`src/rtl/alu_control_unit.sv`:
```
// Multi-cycle fetch/decode/execute controller feeding an external combinational 8-bit ALU.
// Fetches 16-bit instructions over valid/ready, holds a 4x8 register file, writes results back.
//
// state       | meaning
// ------------+-------------------------------------------------------------
// S_FETCH     | instr_ready high, wait for instr_valid, latch IR, advance PC
// S_DECODE    | ALU: load operands/select/rotate; LDI: stage imm; NOP/HALT
// S_EXECUTE   | ALU inputs stable, capture alu_out as the write-back result
// S_WRITEBACK | wb_valid pulse, register file written at end of cycle
// S_HALT      | terminal until reset, halted high
module alu_control_unit #(
  parameter int unsigned PC_W      = 8,
  parameter logic [7:0]  REG_RESET = 8'h00
) (
  input  logic            clk,
  input  logic            reset_n,
  output logic [PC_W-1:0] instr_addr,
  input  logic            instr_valid,
  output logic            instr_ready,
  input  logic [15:0]     instr,
  output logic [7:0]      alu_in0,
  output logic [7:0]      alu_in1,
  output logic [3:0]      alu_select,
  output logic [1:0]      alu_rotate,
  input  logic [7:0]      alu_out,
  output logic            wb_valid,
  output logic [1:0]      wb_addr,
  output logic [7:0]      wb_data,
  output logic            halted
);

  typedef enum logic [2:0] {
    S_FETCH,
    S_DECODE,
    S_EXECUTE,
    S_WRITEBACK,
    S_HALT
  } state_t;

  localparam logic [1:0] OP_ALU  = 2'b00;
  localparam logic [1:0] OP_LDI  = 2'b01;
  localparam logic [1:0] OP_NOP  = 2'b10;
  localparam logic [1:0] OP_HALT = 2'b11;

  state_t          state_q;
  logic [PC_W-1:0] pc_q;
  logic [PC_W-1:0] pc_d;
  logic [15:0]     ir_q;
  logic [7:0]      regs_q [4];
  logic            ready_q;
  logic [7:0]      alu_in0_q;
  logic [7:0]      alu_in1_q;
  logic [3:0]      alu_select_q;
  logic [1:0]      alu_rotate_q;
  logic            wb_valid_q;
  logic [1:0]      wb_addr_q;
  logic [7:0]      wb_data_q;
  logic            halted_q;

  assign pc_d = pc_q + PC_W'(1);

  // wb_data_q doubles as the result register: EXECUTE captures alu_out, LDI stages imm
  always_ff @(posedge clk or negedge reset_n) begin
    if (!reset_n) begin
      state_q      <= S_FETCH;
      pc_q         <= '0;
      ir_q         <= '0;
      for (int i = 0; i < 4; i++) regs_q[i] <= REG_RESET;
      ready_q      <= 1'b0;
      alu_in0_q    <= '0;
      alu_in1_q    <= '0;
      alu_select_q <= '0;
      alu_rotate_q <= '0;
      wb_valid_q   <= 1'b0;
      wb_addr_q    <= '0;
      wb_data_q    <= '0;
      halted_q     <= 1'b0;
    end else begin
      wb_valid_q <= 1'b0;
      case (state_q)
        S_FETCH: begin
          if (ready_q && instr_valid) begin
            ir_q    <= instr;
            pc_q    <= pc_d;
            ready_q <= 1'b0;
            state_q <= S_DECODE;
          end else begin
            ready_q <= 1'b1;
          end
        end
        S_DECODE: begin
          case (ir_q[15:14])
            OP_ALU: begin
              alu_in0_q    <= regs_q[ir_q[5:4]];
              alu_in1_q    <= regs_q[ir_q[3:2]];
              alu_select_q <= ir_q[13:10];
              alu_rotate_q <= ir_q[9:8];
              state_q      <= S_EXECUTE;
            end
            OP_LDI: begin
              wb_valid_q <= 1'b1;
              wb_addr_q  <= ir_q[13:12];
              wb_data_q  <= ir_q[7:0];
              state_q    <= S_WRITEBACK;
            end
            OP_NOP: begin
              ready_q <= 1'b1;
              state_q <= S_FETCH;
            end
            OP_HALT: begin
              halted_q <= 1'b1;
              state_q  <= S_HALT;
            end
            default: state_q <= S_FETCH;
          endcase
        end
        S_EXECUTE: begin
          wb_valid_q <= 1'b1;
          wb_addr_q  <= ir_q[7:6];
          wb_data_q  <= alu_out;
          state_q    <= S_WRITEBACK;
        end
        S_WRITEBACK: begin
          regs_q[wb_addr_q] <= wb_data_q;
          ready_q           <= 1'b1;
          state_q           <= S_FETCH;
        end
        S_HALT: begin
          state_q <= S_HALT;
        end
        default: begin
          ready_q <= 1'b0;
          state_q <= S_FETCH;
        end
      endcase
    end
  end

  assign instr_addr  = pc_q;
  assign instr_ready = ready_q;
  assign alu_in0     = alu_in0_q;
  assign alu_in1     = alu_in1_q;
  assign alu_select  = alu_select_q;
  assign alu_rotate  = alu_rotate_q;
  assign wb_valid    = wb_valid_q;
  assign wb_addr     = wb_addr_q;
  assign wb_data     = wb_data_q;
  assign halted      = halted_q;

endmodule

```
`config.mk`:
```
export PLATFORM = sky130hd
export DESIGN_NAME = alu_control_unit
export DESIGN_NICKNAME = d
export VERILOG_FILES = /design/src/rtl/alu_control_unit.sv
export SDC_FILE = /design/constraint.sdc
export NUM_CORES = 1
export LEC_CHECK = 0
export CORE_MARGIN = 2
export CORE_UTILIZATION = 48
export CTS_CLUSTER_DIAMETER = 120
export DETAILED_ROUTE_END_ITERATION = 8
export PLACE_DENSITY = 0.8
export REMOVE_ABC_BUFFERS = 1
export SKIP_LAST_GASP = 1
export SYNTH_ARGS = -nofsm -noshare
export SYNTH_HDL_FRONTEND = slang
export SYNTH_SLANG_ARGS = --single-unit
```
`constraint.sdc`:
```
create_clock -name clk -period 1.9 [get_ports clk]
set_input_delay 0.285 -clock clk [delete_from_list [all_inputs] [get_ports clk]]
set_output_delay 0.285 -clock clk [all_outputs]
set_load 0.005 [all_outputs]
```
==> key figures <==
Status
  – Outcome: complete, no violations

Drt
  – Final WL: 9.37 mm
  – Initial drt markers: 89
  – First drt pass iteration count: 4
  – DRC viols: 0
  – WL/cell: 19.0 um
  – Via count of the routed design: 2788
  – Antenna Violating Nets Remaining: 0
  – Via density per instance: 5.64

Pwr
  – Total internal power: around 6400 uW
  – Logic pwr share: 44.7%
  – Worst vdd ir: 0.735 mV
  – Sw Pwr: 3180 uW
  – Pwr Total: 9580 uW
  – Sequential Power Share: ~41%
  – Sw Share: 33.2%
  – Total leakage power: 0.00235 uW
  – Clock Power Share: between 10% and 20%
  – Pwr dens: 1750 nW/um^2

STA
  – Setup_tns: 0 ns
  – Final setup viols: 0
  – Crit share post-route: 94.5%
  – Slew margin rel.: 65.0%
  – Setup slack after layout: 0.104 ns
  – Clock Skews: 0.0141 ns
  – Worst-Margin Slew: 0.524 ns
  – Hold Vio Cnt, Final: 0
  – RSZ-0062 raised after global routing: no
  – Slew Limit Fails: 0
  – Final min period: 1.80 ns
  – Fmax: 557 MHz

Hold path
  – Class of the most critical hold timing path: reg -> reg

Synthesis
  – Seq/Total Area, Yosys: 55.0%
  – Syn. warnings: 0
  – Flops & latches, synth: 94
  – Post-synth cell types: 35
  – Mapped Cells: 296
  – Cell area after synthesis: roughly 4300 um^2
  – Avg Cell Area, Syn: 14.4 um^2

Layout
  – Syn-to-layout area delta: 27.8%
  – Nets: 409
  – Share of post-route cells with drive strength above 1: a little over a third
  – FF+latch area: 2350 um^2
  – Fillers: 665
  – Ant diodes: 0
  – Post-route cell area: approximately 5500 um^2
  – Fin cells: between 400 and 500
  – Area of the multi-input gates: 1810 um^2

Critical path
  – Critical path cell sequence: or3b_4, or3_1, buf_12, mux2_4
  – CP endpoint kind: flop
  – Crit path max-delay family: simple AND/OR/NAND/NOR gates
  – Type of the worst setup path: reg -> reg
  – CP max FO: 18
  – Worst Path Buf+Inv: 1
  – Critical Path AT: 2.06 ns
  – Critical Path Max Stage Delay: 0.39 ns
  – CP max-delay cell: dfrtp_1
  – CP Launch Type: flop
  – Required time worst endpoint: 2.16 ns

Clock tree
  – CTS Sinks: 94
  – CTS HTree Levels: 3
  – Num CTS Buffers: 9
  – CTS clk-pin slew, worst paths: 0.10 ns
  – Postcts setup bufs: 0
  – CTS root buffer: clkbuf_8
  – Post-CTS sizing: 0
  – Worst-case clock buffer depth: 2
  – Latest clock arrival within the worst-skew pair: 0.37 ns
  – CTS tree: done

Die
  – Die width: 98.4 um
  – I/O Pins: 70
  – Starting density of the core: 49.3%
  – Die H: 98.4 um
  – Die area: 9680 um^2
  – Row cnt: 34
  – Core area: 8680 um^2

GRT
  – Pin count of the biggest net entering global routing: 95
  – Global-route usage over all layers: 21.0%
  – Initial antenna violation count: 0
  – Vias in the first global route: 3021
  – Total congestion overflow: 0
  – First-pass GRT wire length: 15.7 mm

Placed design
  – GP Congestion: 0.760
  – DP Worst Slack: 0.128 ns
  – Inst Count DP: 477
  – DP Wirelength: about 6.4 mm
  – Dpl cell area: 5240 um^2
  – Port Buffers: 69

Run
  – Max Cap Viol: 0
==> stage by stage <==
step | hold slack [ns] | utilization (%)
after floorplan | -0.0106 | -
after global placement | 0.372 | 60.4
after detailed placement | 0.372 | 60.4
after CTS | 0.481 | 63.0
after global routing | 0.518 | 63.0
final | 0.479 | 63.0
==> power groups by stage <==
stage                     Clock [uW]  Sequential (uW)  Combinational, uW
final                           1420             3880               4280
after detailed placement           0             3900               4320
after global placement             0             3830               4160
after global routing            1550             4040               4630
after CTS                       1460             3880               4330
after floorplan                    0             3770               2440
==> placed cells by master (no fill, tap or decap), drive strengths merged, types with 2 or more instances in the layout <==
master / Yosys / routed
nor4: 4 / 4
nor2b: 3 / 3
nand2: 5 / 5
dfrtp: 94 / 94
nor3: 33 / 33
buf: 7 / 24
nand3: 2 / 2
or3b: 2 / 2
inv: 5 / 9
a21oi: 4 / 4
nand4: 3 / 3
xor2: 7 / 7
clkbuf: 12 / 10
clkdlybuf4s50: 0 / 68
mux4: 16 / 16
o22ai: 10 / 10
nor2: 3 / 3
nand2b: 4 / 4
or3: 2 / 2
mux2: 71 / 71
==> layer usage <==
layer	part of all wire (%)	vias up	track usage, %
met4	2.1	0	6.85
met3	5.7	18	6.23
met2	51	71	34.3
li1	-	1260	-
met1	41	1439	26.9
met5	0	-	0
==> path summary, 6_finish.rpt <==
| path | slack, ns | cells past startpoint | from | to |
|---|---|---|---|---|
| max | 0.10 | 4 | state_q[1] | alu_in1[1] |
| max reg2reg | 0.10 | 4 | state_q[1] | alu_in1[1] |
| min in group asynchronous | 0.49 | 3 | reset_n | alu_in1[1] |
| max in group asynchronous | 1.04 | 3 | reset_n | instr_ready |
| min | 0.48 | 1 | instr_addr[7] | instr_addr[7] |
| min reg2reg | 0.48 | 1 | instr_addr[7] | instr_addr[7] |
==> registers in the layout, summed over array words and instances (netlist names) <==
name,count
alu_in0,8
alu_in1,8
alu_rotate,2
alu_select,4
halted,1
instr_addr,8
instr_ready,1
ir_q,16
regs_q,32
state_q,3
wb_addr,2
wb_data,8
wb_valid,1
==> final cells by class <==
class | count | share of cell area, %
flip-flops and latches | 94 | 43.1
multi-input cells | 178 | 33.2
repair buffers | 93 | 17.1
clock buffers | 10 | 2.52
well taps | 108 | 2.47
clock inverters | 6 | 1.37
inverters | 5 | 0.343
==> repair_timing <==
item,4_1_cts,5_1_grt
hold buffers,1,0
endpoints found under the setup margin,0,0
hold endpoints to repair,94,0
==> Yosys cell counts <==
library cell	number	share of area (%)
inv_1	5	0.44
buf_2	1	0.12
a41o_1	1	0.23
ha_1	1	0.29
nor3_1	33	3.9
a21oi_1	4	0.47
o32ai_1	1	0.20
nor4b_2	1	0.35
clkbuf_1	12	1.1
buf_6	3	0.79
o22ai_1	10	1.5
buf_1	2	0.18
nand2b_1	4	0.59
mux2_4	20	7.0
nor4_1	3	0.44
nand4b_1	1	0.20
dfrtp_1	94	55
nor2_1	2	0.18
nor2b_1	3	0.44
nand2_1	5	0.44
or3b_4	1	0.26
nor4bb_1	1	0.23
nor2_4	1	0.26
mux4_2	16	8.4
nand4_1	3	0.44
nor4_2	1	0.29
mux2_2	51	13
or3_1	2	0.29
o21a_1	1	0.18
xor2_1	7	1.4
or3b_2	1	0.20
buf_4	1	0.18
nand3_1	2	0.23
a221oi_1	1	0.20
or2_2	1	0.15
==> logic make-up after synthesis <==
group | after synthesis | share of synthesized area (%)
AOI/OAI and AO/OA | 18 | 2.75
xor gates and xnor gates | 7 | 1.43
adders and majority gates | 1 | 0.293
buffers and inverters | 24 | 2.75
DFF | 94 | 55.0
muxes | 87 | 28.9
and+or+nand+nor | 65 | 8.87
==> worst register-to-register path, stage by stage (launching register included) <==
cell     delay (ns)
dfrtp_1        0.39
or3b_4         0.39
or3_1          0.39
buf_12         0.20
mux2_4         0.32
No activity file was read; power rests on OpenSTA's default activity.
